$ cat src/rtl/mem_arb_pkg.sv
// Shared types and constants for the unified RAM port arbiter.
package mem_arb_pkg;

  typedef enum logic [1:0] {
    IDLE   = 2'd0,
    ACCESS = 2'd1,
    RESP   = 2'd2
  } arb_state_e;

  typedef enum logic {
    OWN_LD  = 1'b0,
    OWN_CPU = 1'b1
  } arb_owner_e;

  localparam int ACCESS_CYCLES_DEF = 2;
  localparam int TMR_W             = 4;

endpackage

$ cat src/rtl/mem_arb_timer.sv
// Loadable down-counter with a zero flag; it counts the cycles of one RAM access.
module mem_arb_timer
  import mem_arb_pkg::*;
#(
  parameter int W = TMR_W
) (
  input  logic         clk,
  input  logic         rst_n,
  input  logic         load,
  input  logic [W-1:0] load_val,
  input  logic         dec,
  output logic         zero
);

  logic [W-1:0] count_q, count_d;

  always_comb begin
    count_d = count_q;
    if (load) begin
      count_d = load_val;
    end else if (dec && (count_q != '0)) begin
      count_d = count_q - 1'b1;
    end
  end

  always_ff @(posedge clk or negedge rst_n) begin
    if (!rst_n) begin
      count_q <= '0;
    end else begin
      count_q <= count_d;
    end
  end

  assign zero = (count_q == '0);

endmodule

$ cat src/rtl/mem_arbiter.sv
// Arbitrates the single RAM port between the boot loader and the core.
// Define MEM_ARBITER_ALIGN_CHECK_EN to fault misaligned core accesses instead of forcing alignment.
module mem_arbiter
  import mem_arb_pkg::*;
#(
  parameter int ACCESS_CYCLES = ACCESS_CYCLES_DEF,
  parameter int ADDR_W        = 32
) (
  input  logic              clk,
  input  logic              rst_n,
  input  logic              ld_req,
  input  logic [ADDR_W-1:0] ld_addr,
  input  logic [31:0]       ld_wdata,
  output logic              ld_ack,
  input  logic              boot_done,
  output logic              cpu_run,
  input  logic              cpu_req,
  input  logic              cpu_we,
  input  logic [ADDR_W-1:0] cpu_addr,
  input  logic [31:0]       cpu_wdata,
  output logic [31:0]       cpu_rdata,
  output logic              cpu_ack,
  output logic              cpu_fault,
  output logic [ADDR_W-1:0] mem_addr,
  output logic [31:0]       mem_wdata,
  input  logic [31:0]       mem_rdata,
  output logic              mem_cs,
  output logic              mem_we,
  output logic              mem_oe
);

  localparam logic [TMR_W-1:0] TMR_INIT = TMR_W'(ACCESS_CYCLES - 1);

  arb_state_e        state_q, state_d;
  arb_owner_e        owner_q, owner_d;
  logic [ADDR_W-1:0] addr_q, addr_d;
  logic [31:0]       wdata_q, wdata_d;
  logic [31:0]       rdata_q, rdata_d;
  logic              we_q, we_d;
  logic              boot_q, boot_d;
  logic              tmr_load, tmr_dec, tmr_zero;
  logic              unused_lsb;
`ifdef MEM_ARBITER_ALIGN_CHECK_EN
  logic              fault_q, fault_d;
`endif

  mem_arb_timer #(.W(TMR_W)) u_timer (
    .clk      (clk),
    .rst_n    (rst_n),
    .load     (tmr_load),
    .load_val (TMR_INIT),
    .dec      (tmr_dec),
    .zero     (tmr_zero)
  );

  always_comb begin
    state_d  = state_q;
    owner_d  = owner_q;
    addr_d   = addr_q;
    wdata_d  = wdata_q;
    rdata_d  = rdata_q;
    we_d     = we_q;
    boot_d   = boot_q | boot_done;
    tmr_load = 1'b0;
    tmr_dec  = 1'b0;
`ifdef MEM_ARBITER_ALIGN_CHECK_EN
    fault_d  = fault_q;
`endif
    case (state_q)
      IDLE: begin
        // Loader always wins; the core waits until the sticky boot flag is set.
        if (ld_req) begin
          owner_d  = OWN_LD;
          addr_d   = {ld_addr[ADDR_W-1:2], 2'b00};
          wdata_d  = ld_wdata;
          we_d     = 1'b1;
          tmr_load = 1'b1;
          state_d  = ACCESS;
`ifdef MEM_ARBITER_ALIGN_CHECK_EN
          fault_d  = 1'b0;
`endif
        end else if (cpu_req && boot_q) begin
          owner_d  = OWN_CPU;
          addr_d   = {cpu_addr[ADDR_W-1:2], 2'b00};
          wdata_d  = cpu_wdata;
          we_d     = cpu_we;
          tmr_load = 1'b1;
          state_d  = ACCESS;
`ifdef MEM_ARBITER_ALIGN_CHECK_EN
          fault_d  = 1'b0;
          if (cpu_addr[1:0] != 2'b00) begin
            // Misaligned: skip the RAM entirely and answer with a fault.
            fault_d  = 1'b1;
            addr_d   = addr_q;
            wdata_d  = wdata_q;
            we_d     = 1'b0;
            tmr_load = 1'b0;
            state_d  = RESP;
          end
`endif
        end
      end
      ACCESS: begin
        tmr_dec = 1'b1;
        if (tmr_zero) begin
          state_d = RESP;
          // Latch read data on the last access cycle so it is valid alongside the ack.
          if ((owner_q == OWN_CPU) && !we_q) begin
            rdata_d = mem_rdata;
          end
        end
      end
      RESP:    state_d = IDLE;
      default: state_d = IDLE;
    endcase
  end

  always_ff @(posedge clk or negedge rst_n) begin
    if (!rst_n) begin
      state_q <= IDLE;
      owner_q <= OWN_LD;
      addr_q  <= '0;
      wdata_q <= '0;
      rdata_q <= '0;
      we_q    <= 1'b0;
      boot_q  <= 1'b0;
`ifdef MEM_ARBITER_ALIGN_CHECK_EN
      fault_q <= 1'b0;
`endif
    end else begin
      state_q <= state_d;
      owner_q <= owner_d;
      addr_q  <= addr_d;
      wdata_q <= wdata_d;
      rdata_q <= rdata_d;
      we_q    <= we_d;
      boot_q  <= boot_d;
`ifdef MEM_ARBITER_ALIGN_CHECK_EN
      fault_q <= fault_d;
`endif
    end
  end

  assign mem_cs    = (state_q == ACCESS);
  assign mem_we    = mem_cs && we_q;
  assign mem_oe    = mem_cs && !we_q;
  assign mem_addr  = addr_q;
  assign mem_wdata = wdata_q;
  assign ld_ack    = (state_q == RESP) && (owner_q == OWN_LD);
  assign cpu_ack   = (state_q == RESP) && (owner_q == OWN_CPU);
  assign cpu_rdata = rdata_q;
  assign cpu_run   = boot_q && (state_q == IDLE);

`ifdef MEM_ARBITER_ALIGN_CHECK_EN
  assign cpu_fault  = cpu_ack && fault_q;
  assign unused_lsb = ^ld_addr[1:0];
`else
  assign cpu_fault  = 1'b0;
  assign unused_lsb = ^{ld_addr[1:0], cpu_addr[1:0]};
`endif

endmodule
$ cat config.mk
export PLATFORM = sky130hd
export DESIGN_NAME = mem_arbiter
export DESIGN_NICKNAME = d
export VERILOG_FILES = /design/src/rtl/mem_arb_pkg.sv /design/src/rtl/mem_arb_timer.sv /design/src/rtl/mem_arbiter.sv
export SDC_FILE = /design/constraint.sdc
export NUM_CORES = 1
export LEC_CHECK = 0
export ABC_CLOCK_PERIOD_IN_PS = 2300
export CORE_AREA = 5 5 108 130
export DETAILED_ROUTE_END_ITERATION = 10
export DIE_AREA = 0 0 113 135
export MAX_ROUTING_LAYER = met4
export PLACE_DENSITY_LB_ADDON = 0.15
export SLEW_MARGIN = 40
export SYNTH_ARGS = -nofsm -noshare
export SYNTH_HDL_FRONTEND = slang
export SYNTH_HIERARCHICAL = 1
export SYNTH_SLANG_ARGS = --single-unit
$ cat constraint.sdc
create_clock -name clk -period 2.3 [get_ports clk]
set_clock_uncertainty 0.15 [all_clocks]
set_input_delay 0.345 -clock clk [delete_from_list [all_inputs] [get_ports clk]]
set_output_delay 0.345 -clock clk [all_outputs]
set_load 0.01 [all_outputs]
After elaboration in Yosys (flattened, before gate mapping)
Index checks and enable logic that the tools add are counted.
{"block": "word_totals", "ff_bits": 105, "inputBits": 166, "out_inout_bits": 103}
{"block": "op_classes", "n_addsub": 1, "n_eq_ne": 4, "n_mux": 18, "bitwise_logic": 2, "n_reduce_logical": 17}
{"op": "32-bit 2-to-1 mux", "n": 4}
{"op": "1-bit logical AND", "n": 8}
{"op": "1-bit 2-to-1 mux", "n": 8}
{"op": "4-bit 2-to-1 mux", "n": 2}
{"op": "2-bit 2-to-1 mux", "n": 3}
{"op": "4-bit zero test", "n": 1}
{"op": "2-bit case mux with 2 select lines", "n": 1}
{"op": "2-bit AND reduction", "n": 2}
{"op": "2-bit nonzero test", "n": 2}
{"op": "4-bit nonzero test", "n": 1}
{"op": "4-bit by 1-bit subtractor with 4-bit output (second input constant)", "n": 1}
{"op": "3-bit != test (second input constant)", "n": 1}
{"op": "3-bit AND reduction", "n": 1}
{"op": "2-bit by 1-bit equality test with 1-bit output (second input constant)", "n": 1}
{"op": "2-bit equality test (second input constant)", "n": 1}
{"op": "2-bit zero test", "n": 1}
{"op": "2-bit by 1-bit != test with 1-bit output (second input constant)", "n": 1}
{"op": "1-bit zero test", "n": 1}
{"op": "1-bit inverter", "n": 1}
{"op": "1-bit OR", "n": 1}

Logic depth before layout (Yosys ltp)
{"block": "logic_depth", "depth_word": 5, "depth_mapped": 7}

Hierarchy
The synthesis kept the hierarchy.
{"mod": "mem_arbiter", "instances": 1, "cells_each": 296, "area_per_inst_um2": 4506.8}
{"mod": "mem_arb_timer", "instances": 1, "cells_each": 27, "area_per_inst_um2": 270.3}

Worst setup path after synthesis
Ideal clock, no wire load.
{"block": "synth_path", "path_kind": "register to register", "start": "register u_timer.count_q[0]", "end": "register rdata_q[10], in the netlist cpu_rdata[10]", "arrival_ns": 1.785, "t_required_ns": 2.025, "setup_slack_ns": 0.240, "stages_incl_launch_ff": 8, "path_buffers": 1, "period_less_slack_ns": 2.060, "cell_sequence": "dfrtp_1 inv_1 ha_1 nor3b_2 nand2_1 nor3_4 buf_6 mux2_2"}
{"block": "synth_between", "elab_chain_cells": 2}
{"item": "start, declared", "line_no": "mem_arb_timer.sv:15", "rtl": "logic [W-1:0] count_q, count_d;"}
{"item": "start signal, assigned", "line_no": "mem_arb_timer.sv:30", "rtl": "count_q <= count_d;"}
{"item": "4-bit zero test", "line_no": "mem_arb_timer.sv:34", "rtl": "assign zero = (count_q == '0);"}
{"item": "via tmr_zero", "line_no": "mem_arbiter.sv:41", "rtl": "logic tmr_load, tmr_dec, tmr_zero;"}
{"item": "3-bit AND reduction (no source line)"}
{"item": "end signal, assigned", "line_no": "mem_arbiter.sv:135", "rtl": "rdata_q <= rdata_d;"}
{"item": "end, declared", "line_no": "mem_arbiter.sv:38", "rtl": "logic [31:0] rdata_q, rdata_d;"}
The timed path passes the listed nets, and every way through them passes these cells.
A chain may end at the register's enable or synchronous reset.

Worst setup path after layout
{"block": "layout_path", "start": "register state_q[0]", "end": "output cpu_ack"}
{"block": "layout_between", "elab_chain_cells": 2}
{"item": "start, declared", "line_no": "mem_arbiter.sv:34", "rtl": "arb_state_e state_q, state_d;"}
{"item": "start signal, assigned", "line_no": "mem_arbiter.sv:131", "rtl": "state_q <= state_d;"}
{"item": "2-bit equality test", "line_no": "mem_arbiter.sv:150", "rtl": "assign cpu_ack = (state_q == RESP) && (owner_q == OWN_CPU);"}
{"item": "1-bit logical AND", "line_no": "mem_arbiter.sv:150"}
{"item": "end, declared", "line_no": "mem_arbiter.sv:22", "rtl": "output logic cpu_ack,"}
No other way between the ends.

==> qor.csv <==
stage,metric,value,unit
logic_synthesis,synth cell count leaders,"mux2_2 (154), dfrtp_1 (103), buf_2 (10)",
power,Sw Share,0.300,
routing,Post-route DRC,0,
worst_hold_path,hold path start,cpu_rdata[6],
cts,clock sink total,103,
logic_synthesis,syn avg cell area,14.8,um^2
global_routing,largest net degree at the start of global routing,52,
power,Leakage,0.00328,uW
floorplan,Placeable Area,0.0126,mm^2
sta,final hold violation count,0,
logic_synthesis,Yosys top cell area share,0.540,
logic_synthesis,post-synthesis mux area share,0.372,
logic_synthesis,Seq cells post-synth,103,
logic_synthesis,Post-synth top flop,dfrtp_1,
routing,initial drt markers,84,
logic_synthesis,most instantiated library cell after synthesis,mux2_2,
worst_setup_path,Worst Reg-to-Reg Cells,7,
worst_hold_path,worst min path class,reg -> reg,
logic_synthesis,Synth Instances,323,
logic_synthesis,post-synthesis cell type count,31,
worst_setup_path,Levels on crit path,2,
cts,"Clk Latency, worst-skew pair",0.34,ns
layout,fin cells,758,
layout,filler instances,965,
worst_setup_path,RR Startpoint,u_timer/count_q[0],
floorplan,Starting Density,0.380,
worst_setup_path,Top delay family on crit path,buffers and inverters,
run,max-cap viol count,0,
logic_synthesis,"area leader, netlist",dfrtp_1,
routing,post-DR wirelength/cell,17.4,um
logic_synthesis,Synth Area in Adders,0.00262,
placed_design,Buffers on Ports,261,
floorplan,Die ar.,0.0153,mm^2
logic_synthesis,Synth Area in XOR/XNOR,0,
sta,hold slack,0.346,ns
floorplan,I/O pin total,269,
global_routing,Tot GR Track Use,0.178,
run_status,run status,"complete, no violations",
sta,highest clock rate,467,MHz
worst_setup_path,"Worst Path Class, Setup",reg -> out,
logic_synthesis,Post-Synth Simple-Gate Area,0.0348,
routing,Post-Route WL,13200,um
power,Max VDD drop,545,uV
logic_synthesis,largest family of logic cells by synthesized area,multiplexers,
power,P_int,6170,uW
placed_design,dpl cell area,0.00760,mm^2
global_routing,total gr overflow,0,
worst_setup_path,worst path bufs/invs,1,
placed_design,post-DP HPWL,10500,um
cts,Num CTS Buffers,9,
sta,setup TNS,0,ns
cts,H-Tree Level Count,3,
logic_synthesis,number of synthesized flops with an enable pin,0,
global_routing,number of global-route vias before repair,4056,
layout,Util after Layout,0.631,
floorplan,std cell rows,45,
floorplan,Die Ht,135,um
logic_synthesis,Syn. warnings,6,
worst_setup_path,crit path launch type,register,
routing,DR vias,3560,
worst_setup_path,Critical R2R Capture,cpu_rdata[25],
sta,final setup vio count,0,
sta,Max transition margin,0.647,
global_routing,first-pass GRT wire length,20700,um
worst_setup_path,crit end category,primary output,
cts,number of setup buffers added after CTS,0,
sta,Least-Margin Pin Slew,0.529,ns
worst_setup_path,R2R Setup Slk,0.26,ns
layout,share of cells above drive strength 1,0.318,
sta,post-route minimum period,2.14,ns
logic_synthesis,Synth Area in Compound Gates,0.0139,
global_routing,antenna violations before repair,0,
layout,register area,0.00258,mm^2
placed_design,Final GP Congestion,0.814,
worst_hold_path,Hold Crit Depth,1,
worst_setup_path,CP arrival,1.65,ns
layout,diodes inserted,0,
routing,DRT antenna net count,0,
sta,RSZ-0062 raised after global routing,no,
placed_design,placed cell count,742,
sta,Final Cycle Share,0.931,
layout,multi-input logic area,0.00206,mm^2
power,sequential power share,0.351,
cts,CTS tree,built,
routing,via/cell ratio,4.70,
worst_setup_path,Crit-path slowest cell,clkdlybuf4s50_1,
floorplan,die width,113,um
logic_synthesis,"top cells by area, synth","dfrtp_1 (54%), mux2_2 (36%), buf_4 (1.1%)",
power,NetSw,2650,uW
layout,fin area,0.00792,mm^2
power,Clk pwr share,0.173,
power,power per cell area,1110,mW/mm^2
layout,area grow syn2layout,65.8,%
layout,nets,757,
logic_synthesis,Post-Syn Area,0.00478,mm^2
worst_setup_path,crit-path max cell delay,0.58,ns
cts,clock-pin slew on the worst setup and hold paths,0.07,ns
worst_hold_path,Worst Hold End,cpu_rdata[6],
logic_synthesis,Post-synth ARST share,1.00,
sta,Final Max Tran Viols,0,
cts,clk buf depth,2,
worst_setup_path,crit-path cells,"nor3b_1, clkdlybuf4s50_1",
worst_setup_path,"Max FO, Critical Path",5,
logic_synthesis,post-synthesis sequential area ratio,0.540,
power,Logic pwr share,0.477,
routing,first-pass iteration count of the detailed router,4,
cts,clk root buf,clkbuf_16,
worst_setup_path,required time worst endpoint,1.80,ns
-- layout by cell type (no fill, tap or decap), drive strengths merged --
master           n
a21oi            2
a221o            1
and2             1
and4b            1
buf             12
bufinv           1
clkbuf          10
clkdlybuf4s50  257
clkinv           2
clkinvlp         2
conb             7
dfrtp          103
dlygate4sd3      1
dlymetal6s2s     2
ha               1
inv              6
mux2           156
mux2i            2
nand2            4
nand2b           1
nor2             3
nor3             4
nor3b            5
nor4b            1
o211ai           1
o21a             1
o21ai            2
o21bai           1
o31a             1
or2              1
or2b             1
or4              1
-- worst max path at each step --
stage | from | endpoint
after floorplan | u_timer/count_q[0] | cpu_rdata[10]
after global placement | cpu_req | u_timer/count_q[1]
after detailed placement | cpu_req | u_timer/count_q[1]
after CTS | state_q[1] | mem_oe
after global routing | state_q[0] | ld_ack
final | state_q[0] | cpu_ack
-- metrics by stage --
stage	worst slack [ns]	total power, uW
floorplan	0.240	5020
global placement	0.195	7290
CTS	0.0301	8970
finish	0.159	8820
global route	0.0427	9380
detailed placement	0.180	7400
-- sequential cells by signal, summed over array words and instances (netlist names) --
register	cells
boot_q	1
we_q	1
mem_addr	30
state_q	2
mem_wdata	32
owner_q	1
cpu_rdata	32
u_timer/count_q	4
-- power by group through the flow --
stage               Sequential, uW  Clock [uW]  Combinational, uW
finish                        3090        1520               4200
global route                  3220        1660               4500
CTS                           3100        1580               4290
detailed placement            3130           0               4280
global placement              3080           0               4220
floorplan                     3450           0               1570
-- kinds of logic after synthesis --
group,after synthesis
multiplexers,158
flip-flops,103
buffers and inverters,27
AND/OR/NAND/NOR,23
AO/OA/AOI/OAI,9
other,2
adder cells (fa/ha/maj),1
-- cell type report --
type                            count  share of cell area
Timing Repair Buffer              272               0.348
Tap cell                          164              0.0259
Clock buffer                       10              0.0302
Inverter                            6             0.00284
Clock inverter                      5             0.00742
Multi-Input combinational cell    198               0.260
Sequential cell                   103               0.325
-- timing repair --
action                                  in CTS  in global routing
hold buffers                                 1                  0
gates resized for setup                      1                  3
endpoints found under the hold margin       37                  0
endpoints found under the setup margin       1                  3
-- routing by layer --
| metal | routed length, um | vias up | share of wire | GRT usage |
|---|---|---|---|---|
| met4 | 220 | 0 | 0.017 | 0.0514 |
| met2 | 6450 | 177 | 0.49 | 0.292 |
| li1 | - | 1680 | - | - |
| met1 | 5360 | 1683 | 0.41 | 0.212 |
| met3 | 1150 | 20 | 0.087 | 0.0542 |
| met5 | 0 | - | 0 | - |
(Power assumes the default switching activity.)
